--- config.mk ---
export PLATFORM = sky130hd
export DESIGN_NAME = pcie_cc_arbiter
export DESIGN_NICKNAME = d
export VERILOG_FILES = /design/src/rtl/pcie_cc_arb_pkg.sv /design/src/rtl/pcie_cc_arbiter_fifo.sv /design/src/rtl/pcie_cc_arbiter.sv
export SDC_FILE = /design/constraint.sdc
export NUM_CORES = 2
export LEC_CHECK = 0
export ABC_AREA = 0
export CORE_AREA = 2 2 775 777
export CTS_CLUSTER_DIAMETER = 120
export CTS_CLUSTER_SIZE = 14
export DETAILED_ROUTE_END_ITERATION = 8
export DIE_AREA = 0 0 777 779
export PLACE_DENSITY_LB_ADDON = 0.05
export REMOVE_ABC_BUFFERS = 1
export SLEW_MARGIN = 20
export SYNTH_ARGS = -nofsm -noshare
export SYNTH_HDL_FRONTEND = slang
export SYNTH_HIERARCHICAL = 1
export SYNTH_SLANG_ARGS = --single-unit
export TNS_END_PERCENT = 100
--- constraint.sdc ---
create_clock -name clk -period 25 [get_ports clk]
set_input_delay 5 -clock clk [delete_from_list [all_inputs] [get_ports clk]]
set_output_delay 5 -clock clk [all_outputs]
set_load 0.005 [all_outputs]
--- src/rtl/pcie_cc_arb_pkg.sv ---
// pcie_cc_arb_pkg: arbiter state encoding and default CC widths
// shared by the PCIe completer-completion arbiter and its FIFO.
package pcie_cc_arb_pkg;

    localparam int CC_DATA_WIDTH = 512;
    localparam int CC_KEEP_WIDTH = 64;
    localparam int CC_USER_WIDTH = 81;

    typedef enum logic [1:0] {
        IDLE = 2'd0,
        GNT0 = 2'd1,
        GNT1 = 2'd2
    } arb_state_t;

endpackage

--- src/rtl/pcie_cc_arbiter_fifo.sv ---
// cc_sync_fifo: single-clock FIFO with registered count and pointers.
// A push into a full FIFO succeeds when a pop frees a slot in the same cycle.
module cc_sync_fifo
    import pcie_cc_arb_pkg::*;
#(
    parameter int WIDTH = 8,
    parameter int DEPTH = 4
) (
    input  logic             clk,
    input  logic             rst,
    input  logic             wr_en,
    input  logic [WIDTH-1:0] wr_data,
    input  logic             rd_en,
    output logic [WIDTH-1:0] rd_data,
    output logic             full,
    output logic             empty
);

    localparam int AW = $clog2(DEPTH);
    localparam int CW = AW + 1;
    localparam logic [CW-1:0] FULL_CNT = CW'(DEPTH);

    logic [WIDTH-1:0] mem [DEPTH];
    logic [AW-1:0]    wr_ptr;
    logic [AW-1:0]    rd_ptr;
    logic [CW-1:0]    count;
    logic             do_wr;
    logic             do_rd;

    assign full    = (count == FULL_CNT);
    assign empty   = (count == '0);
    assign do_rd   = rd_en && !empty;
    assign do_wr   = wr_en && (!full || do_rd);
    assign rd_data = mem[rd_ptr];

    // Pointer and occupancy bookkeeping; pointers wrap modulo DEPTH.
    always_ff @(posedge clk or negedge rst) begin
        if (!rst) begin
            wr_ptr <= '0;
            rd_ptr <= '0;
            count  <= '0;
        end else begin
            if (do_wr) wr_ptr <= wr_ptr + 1'b1;
            if (do_rd) rd_ptr <= rd_ptr + 1'b1;
            case ({do_wr, do_rd})
                2'b10:   count <= count + 1'b1;
                2'b01:   count <= count - 1'b1;
                default: count <= count;
            endcase
        end
    end

    // Storage array; contents need no reset since count gates reads.
    always_ff @(posedge clk) begin
        if (do_wr) mem[wr_ptr] <= wr_data;
    end

endmodule

--- src/rtl/pcie_cc_arbiter.sv ---
// pcie_cc_arbiter: packet-boundary arbiter merging two CC streams.
// Option PCIE_CC_ARB_FIXED_PRIO_EN: port 0 always wins ties.
module pcie_cc_arbiter
    import pcie_cc_arb_pkg::*;
#(
    parameter int DATA_WIDTH    = CC_DATA_WIDTH,
    parameter int KEEP_WIDTH    = CC_KEEP_WIDTH,
    parameter int USER_WIDTH    = CC_USER_WIDTH,
    parameter int S0_FIFO_DEPTH = 4
) (
    input  logic                  clk,
    input  logic                  rst,
    input  logic [DATA_WIDTH-1:0] s0_axis_tdata,
    input  logic [KEEP_WIDTH-1:0] s0_axis_tkeep,
    input  logic                  s0_axis_tlast,
    input  logic [USER_WIDTH-1:0] s0_axis_tuser,
    input  logic                  s0_axis_tvalid,
    output logic                  s0_axis_tready,
    output logic                  s0_overflow,
    input  logic [DATA_WIDTH-1:0] s1_axis_tdata,
    input  logic [KEEP_WIDTH-1:0] s1_axis_tkeep,
    input  logic                  s1_axis_tlast,
    input  logic [USER_WIDTH-1:0] s1_axis_tuser,
    input  logic                  s1_axis_tvalid,
    output logic                  s1_axis_tready,
    output logic [DATA_WIDTH-1:0] m_axis_tdata,
    output logic [KEEP_WIDTH-1:0] m_axis_tkeep,
    output logic                  m_axis_tlast,
    output logic [USER_WIDTH-1:0] m_axis_tuser,
    output logic                  m_axis_tvalid,
    input  logic                  m_axis_tready
);

    localparam int KO = DATA_WIDTH;
    localparam int UO = DATA_WIDTH + KEEP_WIDTH;
    localparam int FW = 1 + USER_WIDTH + KEEP_WIDTH + DATA_WIDTH;

    arb_state_t state;
    arb_state_t next_state;

    logic [FW-1:0]         f_wr;
    logic [FW-1:0]         f_rd;
    logic                  f_full;
    logic                  f_empty;
    logic [DATA_WIDTH-1:0] f_data;
    logic [KEEP_WIDTH-1:0] f_keep;
    logic [USER_WIDTH-1:0] f_user;
    logic                  f_last;

    logic load_en;
    logic req0;
    logic req1;
    logic win0;
    logic win1;
    logic pop;
    logic s1_rdy;
    logic s1_acc;

    assign f_wr = {s0_axis_tlast, s0_axis_tuser,
                   s0_axis_tkeep, s0_axis_tdata};

    cc_sync_fifo #(
        .WIDTH (FW),
        .DEPTH (S0_FIFO_DEPTH)
    ) u_s0_fifo (
        .clk     (clk),
        .rst     (rst),
        .wr_en   (s0_axis_tvalid),
        .wr_data (f_wr),
        .rd_en   (pop),
        .rd_data (f_rd),
        .full    (f_full),
        .empty   (f_empty)
    );

    assign f_data = f_rd[DATA_WIDTH-1:0];
    assign f_keep = f_rd[UO-1:KO];
    assign f_user = f_rd[FW-2:UO];
    assign f_last = f_rd[FW-1];

    assign s0_axis_tready = !f_full;
    assign load_en        = !m_axis_tvalid || m_axis_tready;
    assign req0           = !f_empty;
    assign req1           = s1_axis_tvalid;

`ifdef PCIE_CC_ARB_FIXED_PRIO_EN
    assign win0 = req0;
`else
    logic last_grant;
    assign win0 = req0 && (!req1 || last_grant);
`endif
    assign win1 = req1 && !win0;

    // Held low in reset so the upstream never sees a phantom accept.
    assign s1_axis_tready = s1_rdy && rst;
    assign s1_acc         = s1_axis_tready && s1_axis_tvalid;

    // Grant FSM state register.
    always_ff @(posedge clk or negedge rst) begin
        if (!rst) state <= IDLE;
        else      state <= next_state;
    end

    // Next state, FIFO pop and port-1 ready; locked to one port mid-packet.
    always_comb begin
        next_state = state;
        pop        = 1'b0;
        s1_rdy     = 1'b0;
        if (load_en) begin
            case (state)
                IDLE: begin
                    if (win0) begin
                        pop = 1'b1;
                        if (!f_last) next_state = GNT0;
                    end else if (win1) begin
                        s1_rdy = 1'b1;
                        if (!s1_axis_tlast) next_state = GNT1;
                    end
                end
                GNT0: begin
                    pop = req0;
                    if (req0 && f_last) next_state = IDLE;
                end
                GNT1: begin
                    s1_rdy = 1'b1;
                    if (s1_axis_tvalid && s1_axis_tlast) next_state = IDLE;
                end
                default: next_state = IDLE;
            endcase
        end
    end

`ifndef PCIE_CC_ARB_FIXED_PRIO_EN
    // Remember the last packet-start winner for round-robin ties.
    always_ff @(posedge clk or negedge rst) begin
        if (!rst) begin
            last_grant <= 1'b1;
        end else if (state == IDLE && load_en) begin
            if (win0)      last_grant <= 1'b0;
            else if (win1) last_grant <= 1'b1;
        end
    end
`endif

    // Sticky flag for a port-0 beat that found the FIFO full.
    always_ff @(posedge clk or negedge rst) begin
        if (!rst) begin
            s0_overflow <= 1'b0;
        end else if (s0_axis_tvalid && f_full && !pop) begin
            s0_overflow <= 1'b1;
        end
    end

    // Output register: reloads whenever it is empty or being drained.
    always_ff @(posedge clk or negedge rst) begin
        if (!rst) begin
            m_axis_tvalid <= 1'b0;
            m_axis_tdata  <= '0;
            m_axis_tkeep  <= '0;
            m_axis_tlast  <= 1'b0;
            m_axis_tuser  <= '0;
        end else if (load_en) begin
            m_axis_tvalid <= pop || s1_acc;
            if (pop) begin
                m_axis_tdata <= f_data;
                m_axis_tkeep <= f_keep;
                m_axis_tlast <= f_last;
                m_axis_tuser <= f_user;
            end else if (s1_acc) begin
                m_axis_tdata <= s1_axis_tdata;
                m_axis_tkeep <= s1_axis_tkeep;
                m_axis_tlast <= s1_axis_tlast;
                m_axis_tuser <= s1_axis_tuser;
            end
        end
    end

endmodule

==> impl_metrics.json <==
{
  "switching_share": 0.341,
  "cts_buffers": 274,
  "hpwl_um": 366000,
  "syn_area_mm2": 0.124,
  "grt_pass1_vias": 72300,
  "period_share": 0.475,
  "final.min_clock_period_ps": 11890,
  "place_inst": 16000,
  "grt-ovfl-total": 0,
  "cts_sinks": 3302,
  "setup_violations": 0,
  "die_area_mm2": 0.605,
  "status": "completed",
  "cts_hold_buf": 0,
  "ys_seq_area_frac": 0.771,
  "route.detailed.wl_per_inst_um": 31.0,
  "cts_tree": "built",
  "areaGrowthSynthToFinish_pct": 29.5,
  "reg2reg_slack_ps": 18800,
  "io_pins": 1983,
  "num_vias": 69400,
  "powerDensity_mw_per_mm2": 118,
  "first_iter_violations": 4708,
  "htree_num_levels": 5,
  "firstDrtPassIters": 5,
  "clkPwrFrac": 0.224,
  "crit_type": "input pin to primary output",
  "crit_path_start_kind": "input pin",
  "slew_violations": 0,
  "cp.required_ps": 20000,
  "relSlewSlack": 0.205,
  "die_width_um": 777,
  "synth_top_area_frac": 0.636,
  "met2_wirelength_um": 257000,
  "cts_setup_buffers": 0,
  "syn_avg_cell_area_um2": 19.5,
  "worstMarginPinSlew_ps": 1190,
  "end_kind": "primary output",
  "min_to": "s0_overflow",
  "clockBufferDepth": 4,
  "drive_gt1_frac": 0.129,
  "hold_class": "flop to flop",
  "gp_congestion": 0.835,
  "grt_start_max_net_pins": 120,
  "p_switching_mw": 6.48,
  "die-height_um": 779,
  "grt_pass1_wl_um": 677000,
  "internal-power_mw": 12.5,
  "cap_viol_max_count": 0,
  "io_buffers": 1982,
  "arrival_ps": 6890,
  "final_hold_viol_count": 0,
  "yosys-top-cells-area": "edfxtp_1, dfrtp_1, mux4_2",
  "holdWs_ps": 485,
  "ctsResizeCount": 0,
  "instances_no_fill": 16600,
  "r2r-end": "u_s0_fifo/mem[1][196]",
  "min_delay_path_depth": 1,
  "r2r_cells": 10,
  "p_seq_frac": 0.421,
  "synthArstFlopShare": 0.203,
  "top_layer_used": "met5",
  "cp_max_fo": 5,
  "p_comb_frac": 0.356,
  "yosys_warnings": 6,
  "drc": 0,
  "cts.clk_slew.worst_paths_ps": 70,
  "rsz0062_at_grt": "no",
  "num-nets-final": 9715,
  "fmax_ghz": 0.0841,
  "wl_met1_um": 196000,
  "antenna_found_initial": 471,
  "min-delay-start": "s0_overflow",
  "finalClockSkew_ps": 74.5,
  "start_util": 0.208,
  "insertion_delay_ps": 970,
  "synthCells": 6360,
  "core_mm2": 0.597,
  "rows": 284,
  "yosys_most_used_dff": "edfxtp_1",
  "track_usage": 0.163,
  "synth.distinct_cells": 42,
  "fin_tns_setup_ps": 0,
  "cts_root_buf": "clkbuf_16",
  "rr_startpoint": "u_s0_fifo/count[0]",
  "vdd_drop_max_mv": 0.0810,
  "wl_met3_um": 43200,
  "ys_ff_latch": 3302,
  "p_leak_nw": 53.6,
  "synth_edf_count": 2632,
  "ant_nets": 0,
  "viasPerCell": 4.19,
  "yosys.area.top_type": "edfxtp_1",
  "routed_wl_um": 513000
}
==> metal layers <==
metal,global-route usage,up-vias
met2,0.285,2561
li1,-,29300
met5,0,-
met1,0.189,36200
met3,0.0586,1077
met4,0.0441,224
==> worst max-delay path by stage <==
stage                              endpoint           from  cells past startpoint  slack [ps]
after floorplan           m_axis_tdata[100]            rst                      4      -16400
after global placement       s1_axis_tready  m_axis_tready                      5       13070
after detailed placement     s1_axis_tready  m_axis_tready                      5       13050
after CTS                    s1_axis_tready  m_axis_tready                      5       13050
after global routing         s1_axis_tready  m_axis_tready                      5       13050
final                        s1_axis_tready  m_axis_tready                      5       13110
==> worst max-delay path, cell delays in order <==
cell	delay (ps)
clkdlybuf4s50_1	500
nand2b_1	250
nand3_1	130
nor2_1	390
clkdlybuf4s50_1	610
==> synthesized netlist by cell type (all sizes together) (4+ instances only) <==
| master | instances |
|---|---|
| buf | 285 |
| dfrtp | 669 |
| nor2 | 5 |
| clkbuf | 80 |
| mux4 | 658 |
| nand2 | 4 |
| ha | 5 |
| o21ai | 662 |
| a22oi | 658 |
| edfxtp | 2632 |
| nand2b | 4 |
| and2 | 4 |
| inv | 667 |
==> per-stage QoR <==
| step | setup WS, ps | util | cell area (um2) | power (mW) |
|---|---|---|---|---|
| 2_1_floorplan | -16400 | - | 122000 | 14.7 |
| 3_3_place_gp | 13070 | 0.256 | 153000 | 15.1 |
| 3_5_place_dp | 13050 | 0.256 | 153000 | 15.2 |
| 4_1_cts | 13050 | 0.269 | 161000 | 19.6 |
| 5_1_grt | 13050 | 0.270 | 161000 | 20.1 |
| 6_report | 13110 | 0.270 | 161000 | 19.0 |
==> layout by cell type, fill, tap and decap left out, types with 2 or more instances in the layout <==
cell and count:
a22oi_1 658, a32oi_1 2, and2_4 4, buf_12 13
buf_4 121, clkbuf_1 189, clkbuf_16 278, clkdlybuf4s50_1 1981
clkinv_16 7, clkinv_8 9, dfrtp_1 667, dfrtp_4 2
diode_2 96, edfxtp_1 2632, ha_1 5, inv_1 667
inv_16 2, inv_6 4, mux4_2 658, nand2_1 4
nand2b_1 3, nand3_1 2, nor2_1 4, o21ai_0 130
o21ai_1 531, xnor2_1 3, xor2_1 3
==> cells by family (layout without fill, tap and decap cells) <==
family / count (synthesis) / in the layout / synth area share
buf+inv: 1032 / 3275 / 0.0406
simple gates: 24 / 24 / 0.00117
other cells: 0 / 96 / 0
fa+ha+maj: 6 / 6 / 0.000664
xor+xnor: 6 / 6 / 0.000423
compound gates: 1330 / 1330 / 0.0671
mux: 660 / 660 / 0.119
flops: 3302 / 3302 / 0.771
==> sequential cells by signal (all words and copies together) (netlist names) <==
| signal | count |
|---|---|
| u_s0_fifo/mem | 2632 |
| m_axis_tdata | 512 |
| m_axis_tuser | 81 |
| m_axis_tkeep | 64 |
| u_s0_fifo/count | 3 |
| state | 2 |
| u_s0_fifo/rd_ptr | 2 |
| u_s0_fifo/wr_ptr | 2 |
| last_grant | 1 |
| m_axis_tlast | 1 |
| m_axis_tvalid | 1 |
| s0_overflow | 1 |
==> cell type report <==
| cell class | count | area, um2 |
|---|---|---|
| Inverter | 667 | 2500 |
| Tap cell | 7865 | 9840 |
| Clock inverter | 23 | 443 |
| Timing Repair Buffer | 2117 | 21000 |
| Antenna cell | 96 | 240 |
| Clock buffer | 468 | 7680 |
| Fill cell | 60200 | 436000 |
| Sequential cell | 3302 | 95800 |
| Multi-Input combinational cell | 2026 | 23500 |
==> power by group through the flow <==
stage                     combinational, mW  clock (mW)  sequential [mW]
final                                  6.76        4.25             7.99
after global routing                   7.33        4.64             8.13
after CTS                              7.06        4.48             8.02
after detailed placement               7.03           0             8.12
after global placement                 7.03           0             8.08
after floorplan                        5.53           0             9.13
(Power assumes the default switching activity.)
